<file path="src/rtl/wb_port_arbiter.sv">
// Register-file write port arbiter: the write-back stage has priority over a small in-order
// buffer of multi-cycle results; the buffer head is forced through when full or starved.
module wb_port_arbiter #(
  parameter int FIFO_DEPTH   = 2,
  parameter int STARVE_LIMIT = 4
) (
  input  logic        clk,
  input  logic        rst,
  input  logic [4:0]  wb_rd,
  input  logic        wb_we,
  input  logic [31:0] wb_data,
  output logic        wb_stall,
  input  logic        mc_valid,
  output logic        mc_ready,
  input  logic [4:0]  mc_rd,
  input  logic [31:0] mc_data,
  output logic        rf_we,
  output logic [4:0]  rf_waddr,
  output logic [31:0] rf_wdata,
  output logic [31:0] pending_mask
);

  localparam int PW = $clog2(FIFO_DEPTH);
  localparam int CW = PW + 1;
  localparam int SW = $clog2(STARVE_LIMIT + 1);

  logic [4:0]            q_rd   [FIFO_DEPTH];
  logic [31:0]           q_data [FIFO_DEPTH];
  logic [FIFO_DEPTH-1:0] q_valid;
  logic [PW-1:0]         wr_ptr, rd_ptr;
  logic [CW-1:0]         count;
  logic [SW-1:0]         starve_cnt;

  logic full, cand_p, cand_f, grant_f, grant_p, push, pop;

  assign full     = (count == CW'(FIFO_DEPTH));
  assign cand_p   = wb_we && (wb_rd != 5'd0);
  assign cand_f   = (count != '0);
  // Grants are suppressed during reset so nothing is popped or written mid-reset.
  assign grant_f  = !rst && cand_f &&
                    (!cand_p || full || (starve_cnt == SW'(STARVE_LIMIT)));
  assign grant_p  = !rst && cand_p && !grant_f;
  assign wb_stall = cand_p && grant_f;
  assign mc_ready = !rst && !full;
  // Results targeting x0 are acknowledged but never buffered.
  assign push     = mc_valid && mc_ready && (mc_rd != 5'd0);
  assign pop      = grant_f;

  always_ff @(posedge clk) begin
    if (rst) begin
      wr_ptr     <= '0;
      rd_ptr     <= '0;
      count      <= '0;
      q_valid    <= '0;
      starve_cnt <= '0;
    end else begin
      if (push) begin
        q_valid[wr_ptr] <= 1'b1;
        wr_ptr          <= wr_ptr + 1'b1;
      end
      if (pop) begin
        q_valid[rd_ptr] <= 1'b0;
        rd_ptr          <= rd_ptr + 1'b1;
      end
      case ({push, pop})
        2'b10:   count <= count + 1'b1;
        2'b01:   count <= count - 1'b1;
        default: count <= count;
      endcase
      if (grant_f || !cand_f)
        starve_cnt <= '0;
      else if (grant_p && (starve_cnt != SW'(STARVE_LIMIT)))
        starve_cnt <= starve_cnt + 1'b1;
    end
  end

  always_ff @(posedge clk) begin
    if (push) begin
      q_rd[wr_ptr]   <= mc_rd;
      q_data[wr_ptr] <= mc_data;
    end
  end

  always_ff @(posedge clk) begin
    if (rst) begin
      rf_we    <= 1'b0;
      rf_waddr <= '0;
      rf_wdata <= '0;
    end else begin
      rf_we <= grant_f || grant_p;
      if (grant_f) begin
        rf_waddr <= q_rd[rd_ptr];
        rf_wdata <= q_data[rd_ptr];
      end else if (grant_p) begin
        rf_waddr <= wb_rd;
        rf_wdata <= wb_data;
      end
    end
  end

  always_comb begin
    pending_mask = '0;
    for (int i = 0; i < FIFO_DEPTH; i++)
      if (q_valid[i]) pending_mask[q_rd[i]] = 1'b1;
    if (rf_we) pending_mask[rf_waddr] = 1'b1;
    pending_mask[0] = 1'b0;
    if (rst) pending_mask = '0;
  end

endmodule

</file>
<file path="config.mk">
export PLATFORM = sky130hd
export DESIGN_NAME = wb_port_arbiter
export DESIGN_NICKNAME = d
export VERILOG_FILES = /design/src/rtl/wb_port_arbiter.sv
export SDC_FILE = /design/constraint.sdc
export NUM_CORES = 1
export LEC_CHECK = 0
export CORE_MARGIN = 2
export CORE_UTILIZATION = 30
export CTS_CLUSTER_SIZE = 10
export DETAILED_ROUTE_END_ITERATION = 10
export HOLD_SLACK_MARGIN = 0.02
export PLACE_DENSITY = 0.53
export SYNTH_ARGS = -nofsm -noshare
export SYNTH_HDL_FRONTEND = slang
export SYNTH_SLANG_ARGS = --single-unit
export TNS_END_PERCENT = 100
</file>
<file path="constraint.sdc">
create_clock -name clk -period 5.35 [get_ports clk]
set_input_delay 0.8025 -clock clk [delete_from_list [all_inputs] [get_ports clk]]
set_output_delay 0.8025 -clock clk [all_outputs]
set_load 0.01 [all_outputs]
</file>
==> metrics.md <==
| Metric | Value |
|---|---|
| Post-synth EDFFs | 74 |
| Max_cap viols | 0 |
| Largest area contributor in the netlist | edfxtp_1 |
| Pleak | 0.002614 µW |
| Clock Latency Late Sink | 0.41 ns |
| Post-CTS resize count | 0 |
| Overall global routing resource usage | 16.94% |
| Drt wl/cell | 18.65 µm |
| Slew Viols, Final | 0 |
| Routed vias/inst | 5.265 |
| P per Cell Area | 421.0 nW/µm² |
| Commonest cells after routing, fill and taps aside | clkdlybuf4s50_1 (148), nand2_1 (77), edfxtp_1 (74) |
| Post-Synthesis Cell Area | 5768 µm² |
| Cells after Synth | 538 |
| Fin. Hold Viols | 0 |
| Initial Util | 30.73% |
| Worst path most repeated cell | clkdlybuf4s50_1 |
| Vias in the first global route | 4969 |
| Final setup fails | 0 |
| Root buf cell | clkbuf_16 |
| Sink Count | 122 |
| Clock power frac | 31.5% |
| Nets@finish | 746 |
| Hold_ws | 0.4623 ns |
| Placer congestion estimate | 0.8301 |
| RSZ-0062 raised after global routing | false |
| Leading cell type in the layout, fill and taps excluded | clkdlybuf4s50_1 |
| Synth warnings | 0 |
| Critical Path Source Type | input port |
| DP HPWL | 11510 µm |
| Average cell area after synthesis | 10.72 µm² |
| Worst-margin pin slew | 1.279 ns |
| Switching pwr | 1048 µW |
| Final wirelength | 17010 µm |
| Crit-path max cell delay | 0.53 ns |
| Initial DRC Count | 336 |
| H-tree depth | 4 |
| Ranking of synthesized cells by area | edfxtp_1 (39%), dfxtp_1 (17%), mux2_2 (7.2%) |
| Cts hold-fix bufs | 0 |
| Remaining global-route overflow | 0 |
| Port Buffers | 148 |
| Final setup TNS | 0 ns |
| Min Tclk post-route | 3.831 ns |
| CP Data Required Time | 4.55 ns |
| DRT Pass-1 Iters | 5 |
| Slew headroom | 14.52% |
| Combinational share of power | 28.6% |
| # DRC | 0 |
| Core Util, Final | 42.34% |
| Die H | 142.7 µm |
| Synth Net Count | 619 |
| Slowest cell on crit path | clkdlybuf4s50_1 |
| Site Rows | 50 |
| Crit-path max FO | 18 |
| Crit Path Class | in -> out |
| Clock Path Buffers | 2 |
| Share of layout cells above drive strength 1 | 13.86% |
| First-pass GRT wire length | 26680 µm |
| Cell internal pwr | 2297 µW |
| HP Class | reg -> reg |
| Outcome | finished clean |
| Max Clock Skew | 0.009500 ns |
| Min-delay src | starve_cnt[0]$_SDFFE_PP0P_ |
| Antenna violations before repair | 0 |
| Largest net degree at the start of global routing | 42 |
| Max Freq | 261.0 MHz |
| Primary FF master, synth | edfxtp_1 |
| Sequential-to-total area share from yosys stat | 55.18% |
| I/O pins | 150 |
| Core Region | 18770 µm² |
| Worst-path clk slew | 0.05 ns |
| Library cells used by synthesis | 46 |
| CP arrival | 3.03 ns |
| Sw Ratio | 31.33% |
| CP Capture Type | primary output |
| Crit path max-delay family | buffers and inverters |
| CP Buf/Inv Count | 2 |
| Synth top area share | 38.52% |
| Final period util | 71.61% |
| Vias post-DR | 4802 |
| Flop pwr share | 39.9% |
| Critical R2R Launch | starve_cnt[0]$_SDFFE_PP0P_ |
| Worst VDD drop | 0.2288 mV |
| Antenna fix cells | 0 |
| Synth async-reset ratio | 0% |
| Postcts setup bufs | 0 |
| CTS buffer count | 17 |
| TritonCTS clock tree | built |
| Antenna Nets Post-Route | 0 |
| Die area | 20350 µm² |
| Synth-to-layout area growth | 37.77% |
| Seq cells post-synth | 122 |
| Critical Path Start | wb_rd[1] |
| Crit path cell chain | clkdlybuf4s50_1 -> or3_4 -> o2111ai_4 -> and3_1 -> clkdlybuf4s50_1 |
| Die span in x | 142.7 µm |
[kinds of logic (layout without fill, tap and decap cells)]
logic type / after synthesis / in the layout / share of synthesized area (%)
and+or+nand+nor: 202 / 202 / 17.12
AOI/OAI and AO/OA: 119 / 119 / 15.42
buffers and inverters: 52 / 192 / 4.034
muxes: 37 / 37 / 7.223
xor gates and xnor gates: 2 / 2 / 0.3037
DFF: 122 / 122 / 55.18
other: 1 / 1 / 0.06501
adders and majority gates: 3 / 3 / 0.6508
[cell type report]
class	count	area, µm²
clock buffer	18	429.2
multi-input combinational	364	2367
timing repair buffer	154	1526
inverter	6	22.52
clock inverter	14	123.9
fill	1756	10820
tap	234	292.8
sequential	122	3184
[through the flow]
stage	setup slack (ns)	area [µm²]	total power (µW)	instances
global route	1.381	7946	3523	912
global placement	1.281	7393	2302	880
finish	1.519	7946	3345	912
detailed placement	1.197	7393	2318	880
CTS	1.508	7946	3389	912
floorplan	2.646	5768	1854	538
[worst paths after layout]
path,slack [ns],depth (start not counted),end
worst min-delay path,0.46,1,starve_cnt[0]$_SDFFE_PP0P_
worst max-delay path,1.52,5,wb_stall
worst max register to register,2.45,10,count[1]$_SDFFE_PP0P_
worst min register to register,0.46,1,starve_cnt[0]$_SDFFE_PP0P_
[cells in the mapped netlist, types with 2 or more instances]
| library cell | instances |
|---|---|
| buf_6 | 3 |
| nor3_1 | 8 |
| a22oi_1 | 29 |
| and3_1 | 7 |
| o211ai_2 | 9 |
| dfxtp_1 | 48 |
| buf_4 | 2 |
| buf_2 | 6 |
| ha_1 | 3 |
| nand2_1 | 77 |
| o211ai_1 | 23 |
| a222oi_1 | 2 |
| inv_1 | 4 |
| a32oi_1 | 5 |
| and4_1 | 2 |
| nand3_1 | 66 |
| o211a_1 | 2 |
| a31oi_1 | 2 |
| mux2_2 | 37 |
| a21oi_1 | 38 |
| o21a_1 | 2 |
| edfxtp_1 | 74 |
| and3b_1 | 6 |
| nor3b_1 | 13 |
| clkbuf_1 | 34 |
| nor2_1 | 15 |
| inv_2 | 2 |
[power by group through the flow]
stage / clock network [µW] / registers, µW / logic (µW)
2_1_floorplan: 0 / 1320 / 534
4_1_cts: 1080 / 1340 / 969
6_report: 1050 / 1340 / 955
5_1_grt: 1120 / 1360 / 1040
3_5_place_dp: 0 / 1350 / 964
3_3_place_gp: 0 / 1350 / 949
[metal layers]
| metal | vias up | global-route usage [%] | routed length [µm] |
|---|---|---|---|
| li1 | 2272 | - | - |
| met1 | 2296 | 21.44 | 7082 |
| met2 | 221 | 28.42 | 8328 |
| met3 | 13 | 4.024 | 1352 |
| met4 | 0 | 5.836 | 248 |
| met5 | - | 0 | 0 |
[state kept, by name, summed over array words and instances (netlist names), named ones only]
signal,flops
count,2
rf_wdata,32
rf_we,1
q_valid,2
rd_ptr,1
q_rd,10
rf_waddr,5
wr_ptr,1
starve_cnt,3
q_data,64
Note: power is estimated with default switching activity, not from simulation.
